--- config.mk ---
export PLATFORM = sky130hd
export DESIGN_NAME = controller_dd_vote
export DESIGN_NICKNAME = d
export VERILOG_FILES = /design/src/rtl/controller_dd_vote.sv
export SDC_FILE = /design/constraint.sdc
export NUM_CORES = 2
export LEC_CHECK = 0
export CORE_MARGIN = 4
export CORE_UTILIZATION = 53
export CTS_CLUSTER_DIAMETER = 100
export DETAILED_ROUTE_END_ITERATION = 8
export HOLD_SLACK_MARGIN = 0.06
export PLACE_DENSITY = 0.82
export SYNTH_ARGS = -nofsm -noshare
export SYNTH_HDL_FRONTEND = slang
export SYNTH_SLANG_ARGS = --single-unit
--- constraint.sdc ---
create_clock -name CLK -period 4.7 [get_ports CLK]
set_input_delay 0.47 -clock CLK [delete_from_list [all_inputs] [get_ports CLK]]
set_output_delay 0.47 -clock CLK [all_outputs]
set_load 0.1 [all_outputs]
--- src/rtl/controller_dd_vote.sv ---
`default_nettype none
// ============================================================================
//  Module      : controller_dd_vote
//  Description : Differential-delay PUF evaluation controller. Runs the DD
//                array a latched number of times, each for a latched number
//                of cycles with a relax gap in between. Per-bit ones counts
//                are reduced to a majority-voted response and an
//                instability mask. The last raw sample is also kept.
//  Revision    : 1.0 - initial release
// ============================================================================
module controller_dd_vote #(
   parameter int PUF_WIDTH    = 128,
   parameter int CNT_WIDTH    = 16,
   parameter int REP_WIDTH    = 4,
   parameter int CODE_WIDTH   = 8,
   parameter int TRIG_CODE    = 1,
   parameter int ABORT_CODE   = 2,
   parameter int RELAX_CYCLES = 4
) (
   input  logic                  CLK,
   input  logic                  RESET,
   input  logic [CODE_WIDTH-1:0] CODE,
   input  logic [CNT_WIDTH-1:0]  CNT_VAL,
   input  logic [REP_WIDTH-1:0]  REP_VAL,
   input  logic [PUF_WIDTH-1:0]  PUF_OUT,
   output logic                  RESET_DD,
   output logic                  START_DD,
   output logic                  BUSY,
   output logic                  DONE,
   output logic [PUF_WIDTH-1:0]  PUF_OUT_REG,
   output logic [PUF_WIDTH-1:0]  UNSTABLE_MASK,
   output logic [PUF_WIDTH-1:0]  LAST_SAMPLE
);

   // Relax gap is clamped to at least one cycle
   localparam int                  c_RELAX_EFF = (RELAX_CYCLES < 1) ? 1 : RELAX_CYCLES;
   localparam int                  c_RLX_W     = $clog2(c_RELAX_EFF + 1);
   localparam logic [c_RLX_W-1:0]  c_RLX_LAST  = c_RLX_W'(c_RELAX_EFF);
   localparam logic [c_RLX_W-1:0]  c_RLX_ONE   = c_RLX_W'(1);
   localparam logic [CNT_WIDTH-1:0] c_CNT_ONE  = CNT_WIDTH'(1);
   localparam logic [REP_WIDTH-1:0] c_REP_ONE  = REP_WIDTH'(1);
   localparam logic [CODE_WIDTH-1:0] c_TRIG    = CODE_WIDTH'(TRIG_CODE);
   localparam logic [CODE_WIDTH-1:0] c_ABORT   = CODE_WIDTH'(ABORT_CODE);

   typedef enum logic [2:0] {
      S_IDLE   = 3'd0,
      S_RUN    = 3'd1,
      S_SAMPLE = 3'd2,
      S_RELAX  = 3'd3,
      S_RESULT = 3'd4,
      S_WAIT   = 3'd5
   } state_t;

   state_t                               r_state;
   logic [CNT_WIDTH-1:0]                 r_len;
   logic [REP_WIDTH-1:0]                 r_reps;
   logic [CNT_WIDTH-1:0]                 r_cyc;
   logic [c_RLX_W-1:0]                   r_rlx;
   logic [REP_WIDTH-1:0]                 r_run;
   logic [PUF_WIDTH-1:0][REP_WIDTH-1:0]  r_ones;

   logic [PUF_WIDTH-1:0][REP_WIDTH-1:0]  w_ones_next;
   logic [PUF_WIDTH-1:0]                 w_maj;
   logic [PUF_WIDTH-1:0]                 w_unst;
   logic [REP_WIDTH-1:0]                 w_run_next;
   logic                                 w_trig;
   logic                                 w_abort;

   assign w_trig     = (CODE == c_TRIG);
   assign w_abort    = (CODE == c_ABORT);
   assign w_run_next = r_run + c_REP_ONE;

   // Per-bit vote evaluated on the counts as they will be after the current
   // sample, so the result can be registered on the same edge as the last
   // sample is accumulated. Ties (2*ones == N) resolve to 0.
   for (genvar gi = 0; gi < PUF_WIDTH; gi++) begin : g_bit
      assign w_ones_next[gi] = r_ones[gi] + REP_WIDTH'(PUF_OUT[gi]);
      assign w_maj[gi]       = {w_ones_next[gi], 1'b0} > {1'b0, r_reps};
      assign w_unst[gi]      = (w_ones_next[gi] != '0) && (w_ones_next[gi] != r_reps);
   end

   // Evaluation sequencer with registered outputs set alongside each state entry
   always_ff @(posedge CLK or negedge RESET) begin
      if (!RESET) begin
         r_state       <= S_IDLE;
         r_len         <= '0;
         r_reps        <= '0;
         r_cyc         <= '0;
         r_rlx         <= '0;
         r_run         <= '0;
         r_ones        <= '0;
         RESET_DD      <= 1'b1;
         START_DD      <= 1'b0;
         BUSY          <= 1'b0;
         DONE          <= 1'b0;
         PUF_OUT_REG   <= '0;
         UNSTABLE_MASK <= '0;
         LAST_SAMPLE   <= '0;
      end else begin
         DONE <= 1'b0;
         case (r_state)
            S_IDLE: begin
               if (w_trig) begin
                  r_len    <= (CNT_VAL == '0) ? c_CNT_ONE : CNT_VAL;
                  r_reps   <= (REP_VAL == '0) ? c_REP_ONE : REP_VAL;
                  r_ones   <= '0;
                  r_run    <= '0;
                  r_cyc    <= c_CNT_ONE;
                  r_state  <= S_RUN;
                  RESET_DD <= 1'b0;
                  START_DD <= 1'b1;
                  BUSY     <= 1'b1;
               end
            end

            S_RUN: begin
               if (w_abort) begin
                  r_state  <= S_IDLE;
                  RESET_DD <= 1'b1;
                  START_DD <= 1'b0;
                  BUSY     <= 1'b0;
               end else if (r_cyc == r_len) begin
                  r_state  <= S_SAMPLE;
               end else begin
                  r_cyc    <= r_cyc + c_CNT_ONE;
               end
            end

            S_SAMPLE: begin
               if (w_abort) begin
                  // An aborted sample is discarded entirely
                  r_state  <= S_IDLE;
                  RESET_DD <= 1'b1;
                  START_DD <= 1'b0;
                  BUSY     <= 1'b0;
               end else begin
                  r_ones      <= w_ones_next;
                  r_run       <= w_run_next;
                  LAST_SAMPLE <= PUF_OUT;
                  RESET_DD    <= 1'b1;
                  START_DD    <= 1'b0;
                  if (w_run_next == r_reps) begin
                     r_state       <= S_RESULT;
                     DONE          <= 1'b1;
                     PUF_OUT_REG   <= w_maj;
                     UNSTABLE_MASK <= w_unst;
                  end else begin
                     r_state <= S_RELAX;
                     r_rlx   <= c_RLX_ONE;
                  end
               end
            end

            S_RELAX: begin
               if (w_abort) begin
                  r_state  <= S_IDLE;
                  RESET_DD <= 1'b1;
                  START_DD <= 1'b0;
                  BUSY     <= 1'b0;
               end else if (r_rlx == c_RLX_LAST) begin
                  r_state  <= S_RUN;
                  r_cyc    <= c_CNT_ONE;
                  RESET_DD <= 1'b0;
                  START_DD <= 1'b1;
               end else begin
                  r_rlx    <= r_rlx + c_RLX_ONE;
               end
            end

            S_RESULT: begin
               r_state <= S_WAIT;
               BUSY    <= 1'b0;
            end

            S_WAIT: begin
               // A held trigger must be released before another evaluation
               if (!w_trig) begin
                  r_state <= S_IDLE;
               end
            end

            default: begin
               r_state  <= S_IDLE;
               RESET_DD <= 1'b1;
               START_DD <= 1'b0;
               BUSY     <= 1'b0;
            end
         endcase
      end
   end

endmodule
`default_nettype wire

# --- Word-level counts from Yosys, hierarchy flattened ---
# Cells that the tools add are included.
word_totals:
  register_bits: 946
  input_bits: 158
  output_inout_bits: 388
  word_cells: 869
classes:
  add_sub_neg: 131
  n_lt_le_gt_ge: 128
  n_eq_ne: 151
  muxes: 42
  n_bitwise: 3
  n_reduce_logical: 273
ops:
  columns: ["operator", "count"]
  rows:
  - ["$mux 512", 2]
  - ["$pmux 512 s2", 1]
  - ["$gt 5x4->1", 128]
  - ["$add 4x1->4", 128]
  - ["$ne 4x4->1", 128]
  - ["$reduce_bool 4->1", 128]
  - ["$logic_and 1x1->1", 128]
  - ["$mux 16", 6]
  - ["$pmux 16 s3", 1]
  - ["$mux 3", 12]
  - ["$ne 2x2->1 const B", 10]
  - ["$pmux 3 s6", 1]
  - ["$add 16x1->16 const B", 1]
  - ["$eq 16x16->1", 1]
  - ["$logic_not 16->1", 1]
  - ["$mux 4", 3]
  - ["$mux 1", 11]
  - ["$eq 3x3->1 const B", 3]
  - ["$reduce_and 3->1", 3]
  - ["$eq 8x1->1 const B", 1]
  - ["$eq 8x2->1 const B", 1]
  - ["$pmux 1 s4", 2]
  - ["$pmux 4 s2", 1]
  - ["$reduce_and 4->1", 2]
  - ["19 further kinds", 25]

# --- Logic depth before layout (Yosys ltp) ---
logic_depth:
  ltp_word: 5
  ltp_mapped: 11
  ltp_nobuf: 8

# --- Worst setup path before layout ---
# OpenSTA, ideal clock, no wires.
synth_timing:
  path_kind: "flip-flop to flip-flop"
  startpoint: "register r_reps[2]"
  endpoint: "register PUF_OUT_REG[0]"
  setup_ns: 0.137
  t_arrival_ns: 5.085
  t_required_ns: 4.563
  slack_ns: -0.522
  path_stages_with_launch: 8
  n_path_buf: 1
  period_less_slack_ns: 5.222
  cell_sequence: "dfrtp_1 > clkinv_1 > clkbuf_1 > ha_1 > a21oi_1 > nor2b_1 > o21ai_0 > a31oi_1"
synth_between:
  elab_chain_cells: 2
  elab_cells_between_ends: 3
  cone_classes: "order compare (1); eq/ne (1); reduce/logical (1)"
synth_rtl:
  columns: ["item", "line_no", "text"]
  rows:
  - ["start, declared", "56", "logic [REP_WIDTH-1:0] r_reps;"]
  - ["start signal, assigned", "105", "r_reps <= (REP_VAL == '0) ? c_REP_ONE : REP_VAL;"]
  - ["parallel branches: the longest is 2 deep, another holds $gt 5x4->1", null, null]
  - ["end signal, assigned", "145", "PUF_OUT_REG <= w_maj;"]
  - ["end, declared", "30", "output logic [PUF_WIDTH-1:0] PUF_OUT_REG,"]
# Several ways; the timed one is not identified.
# A chain may end at the register's enable or synchronous reset.

# --- Worst setup path after layout ---
layout_timing:
  startpoint: "register r_reps[0]"
  endpoint: "register UNSTABLE_MASK[61]"
layout_between:
  elab_chain_cells: 2
  elab_cells_between_ends: 4
  cone_classes: "eq/ne (2); reduce/logical (2)"
layout_rtl:
  columns: ["item", "line_no", "text"]
  rows:
  - ["$eq 4x4->1 / $ne 4x4->1 (equally long branches)", "142, 79", null]
  - ["$reduce_and 3->1 (no source line) / $logic_and 1x1->1 (equally long branches)", null, null]
  - ["end signal, assigned", "146", "UNSTABLE_MASK <= w_unst;"]
  - ["end, declared", "31", "output logic [PUF_WIDTH-1:0] UNSTABLE_MASK,"]
# Several ways; a longest one is shown, not always the timed one.

==> impl_metrics.tcl <==
set metrics [dict create \
    outcome "completed" \
    irDropWorstVdd_uv 879.9 \
    syn-cell-area_mm2 0.05696 \
    die_w_um 335.8 \
    synthArstFlopShare_pct 100.0 \
    cp_max_fo 63 \
    gp_congestion 0.8299 \
    synth.area.top_cells "dfrtp_1, ha_1, xor2_1" \
    fin_nets 7065 \
    synthCells 5828 \
    cts_resized 0 \
    dr.pass1.iters 5 \
    yosysWarnings 0 \
    postCtsSetupRepairBufs 0 \
    dieArea_mm2 0.1128 \
    holdWs_ns 0.3557 \
    leakagePower_nw 32.09 \
    ys_types 58 \
    synth.most_common_cell "dfrtp_1" \
    hp-class "input port to flip-flop" \
    grt_pass1_wl_mm 256.5 \
    finalSetupTns_ns 0 \
    skew_ns 0.03610 \
    tritoncts "built" \
    via_count 46700 \
    vias_per_cell 6.033 \
    r2r_cells 5 \
    grt.total_usage_pct 27.79 \
    wl_met2_mm 77.43 \
    rsz0062_at_grt "no" \
    initial_core_util_pct 53.73 \
    synthFlopType "dfrtp_1" \
    synth_seq_cells 946 \
    synth_edf_count 0 \
    worst_pin_slew_ns 1.393 \
    yosysTopAreaCellShare_pct 41.52 \
    finalSetupViolations 0 \
    cts_root_buf "clkbuf_16" \
    io-pin-count 546 \
    startpoint_type "flip-flop" \
    hold_viol 0 \
    clock_path_buffers 3 \
    clkTransAtPathRegs_ns 0.06 \
    fp.coreArea_mm2 0.1060 \
    wl_met3_mm 10.10 \
    numCtsBuffers 104 \
    synthTopCellsByCount "dfrtp_1, nand2_1, ha_1, o21ai_0, xor2_1" \
    hold_depth 3 \
    crit_required_ns 5.23 \
    num-fill-cells 8054 \
    die_h_um 335.8 \
    grt_antenna_before_repair 3 \
    route.top_layer_used "met5" \
    grt_overflow 0 \
    area_growth_pct 18.45 \
    wl_met1_mm 64.47 \
    rows 119 \
    synth_nets 6630 \
    synth-seq-area-share_pct 41.56 \
    insertion_delay_ns 0.69 \
    crit_path_end_kind "flip-flop" \
    htreeDepth 3 \
    port_buffers 545 \
    ant_nets 0 \
    dp_hpwl_mm 102.8 \
    cp.arrival_ns 4.10 \
    finalCritPeriodShare_pct 75.83 \
    finalWirelength_mm 159.2 \
    path_class "flip-flop to flip-flop" \
    avgSynthCellArea_um2 9.773 \
    final.min_clock_period_ns 3.564 \
    grt_pass1_vias 48140 \
    power.density_mw_per_mm2 803.3 \
    slew_violations 0 \
    yosys.area.top_type "dfrtp_1" \
    grt_start_max_net_pins 198 \
    cts_sinks 946 \
    drtIter0Drc 3264 \
    avgRoutedWirePerCell_um 20.56 \
    max_freq_mhz 280.6 \
    max_cap_violations 0 \
    relSlewSlack_pct 7.101 \
    postCtsHoldBufs 1 \
    drive_above_1_share_pct 4.709 \
    drc 0 \
]
## power breakdown
group / total, W / internal (W) / switching [W] / leakage (nW)
Sequential: 0.0130 / 0.0109 / 0.00209 / 12.5
Combinational: 0.0322 / 0.00997 / 0.0222 / 17.8
Clock: 0.00899 / 0.00547 / 0.00352 / 1.86
Total: 0.0542 / 0.0264 / 0.0278 / 32.1
## worst max-delay path: stages, from the launching register on
cell and delay (ns):
dfrtp_4 0.45, buf_4 0.74, buf_4 0.80, xor2_1 0.18, o41ai_1 0.93, o21ai_0 0.16
## routing by layer
metal | GRT usage, % | up-vias
met5 | 0 | -
met4 | 12.36 | 4
met3 | 5.187 | 385
met2 | 47.57 | 1504
met1 | 34.39 | 23200
li1 | - | 21610
## final timing paths
path                                        startpoint                             to  slack [ns]
setup / recovery                 r_reps[0]$_DFFE_PN0P_  UNSTABLE_MASK[61]$_DFFE_PN0P_        1.14
setup reg to reg                 r_reps[0]$_DFFE_PN0P_  UNSTABLE_MASK[61]$_DFFE_PN0P_        1.14
hold reg to reg            LAST_SAMPLE[83]$_DFFE_PN0P_    LAST_SAMPLE[83]$_DFFE_PN0P_        0.47
hold / removal                            PUF_OUT[124]   LAST_SAMPLE[124]$_DFFE_PN0P_        0.36
min in group asynchronous                        RESET        r_ones[368]$_DFFE_PN0P_        0.43
max in group asynchronous                        RESET    LAST_SAMPLE[43]$_DFFE_PN0P_        3.00
## flip-flops by register name, indices dropped and copies added, names as in the netlist, 3 cells and up
register       cells
r_run              4
r_rlx              3
r_reps             4
LAST_SAMPLE      128
PUF_OUT_REG      128
r_ones           512
r_len             16
r_cyc             16
UNSTABLE_MASK    128
r_state            3
## per-stage QoR
step / std cells / instance area (um^2) / total power [W] / util, % / setup slack [ns]
6_report: 7741 / 67470 / 0.05420 / 63.64 / 1.136
5_1_grt: 7741 / 67470 / 0.05731 / 63.64 / 0.9532
4_1_cts: 7740 / 67470 / 0.05425 / 63.64 / 1.251
3_5_place_dp: 7547 / 63680 / 0.04492 / 60.07 / 0.8280
3_3_place_gp: 7547 / 63680 / 0.04375 / 60.07 / 0.9073
2_1_floorplan: 5828 / 56960 / 0.03695 / - / 0.5233
## cells by family after synthesis
| group | count (synthesis) | synth area share [%] |
|---|---|---|
| flops | 946 | 41.56 |
| mux | 26 | 0.4965 |
| xor+xnor | 790 | 12.17 |
| buf+inv | 309 | 2.619 |
| simple gates | 1778 | 14.28 |
| fa+ha+maj | 644 | 14.15 |
| compound gates | 1335 | 14.72 |
## cell usage in the layout, fill, tap and decap left out, types with 5 or more instances in the layout
cell type,netlist,layout
a31oi_1,129,129
o41ai_1,130,130
mux2i_1,8,8
inv_1,10,9
bufinv_16,0,16
a31o_2,5,5
clkinvlp_4,0,6
dfrtp_1,945,942
nand2_1,930,929
nor4_1,6,6
nor2b_1,129,129
clkbuf_16,0,108
nand4_1,9,9
and3_1,7,7
nor3_1,136,135
ha_1,644,644
nand2b_1,7,7
xnor2_1,276,276
nor2_1,272,272
nand3_1,138,138
a21oi_1,136,136
o21ai_1,99,99
clkdlybuf4s50_1,0,542
clkinv_2,1,19
nand4b_1,128,128
buf_4,5,56
clkbuf_8,0,26
buf_12,0,25
clkbuf_1,163,12
a22o_1,259,259
xor2_1,513,513
o21ai_0,558,558
mux2_2,18,18
## final cells by class
class | count | area (um^2) | share of cell area (%)
Inverter | 13 | 73.82 | 0.1094
Antenna cell | 1 | 2.502 | 0.003709
Timing Repair Buffer | 625 | 6371 | 9.443
Tap cell | 1391 | 1740 | 2.580
Clock buffer | 146 | 3105 | 4.603
Multi-Input combinational cell | 4573 | 31820 | 47.16
Clock inverter | 46 | 671.9 | 0.9959
Sequential cell | 946 | 23690 | 35.11
Note: power is estimated with default switching activity, not from simulation.
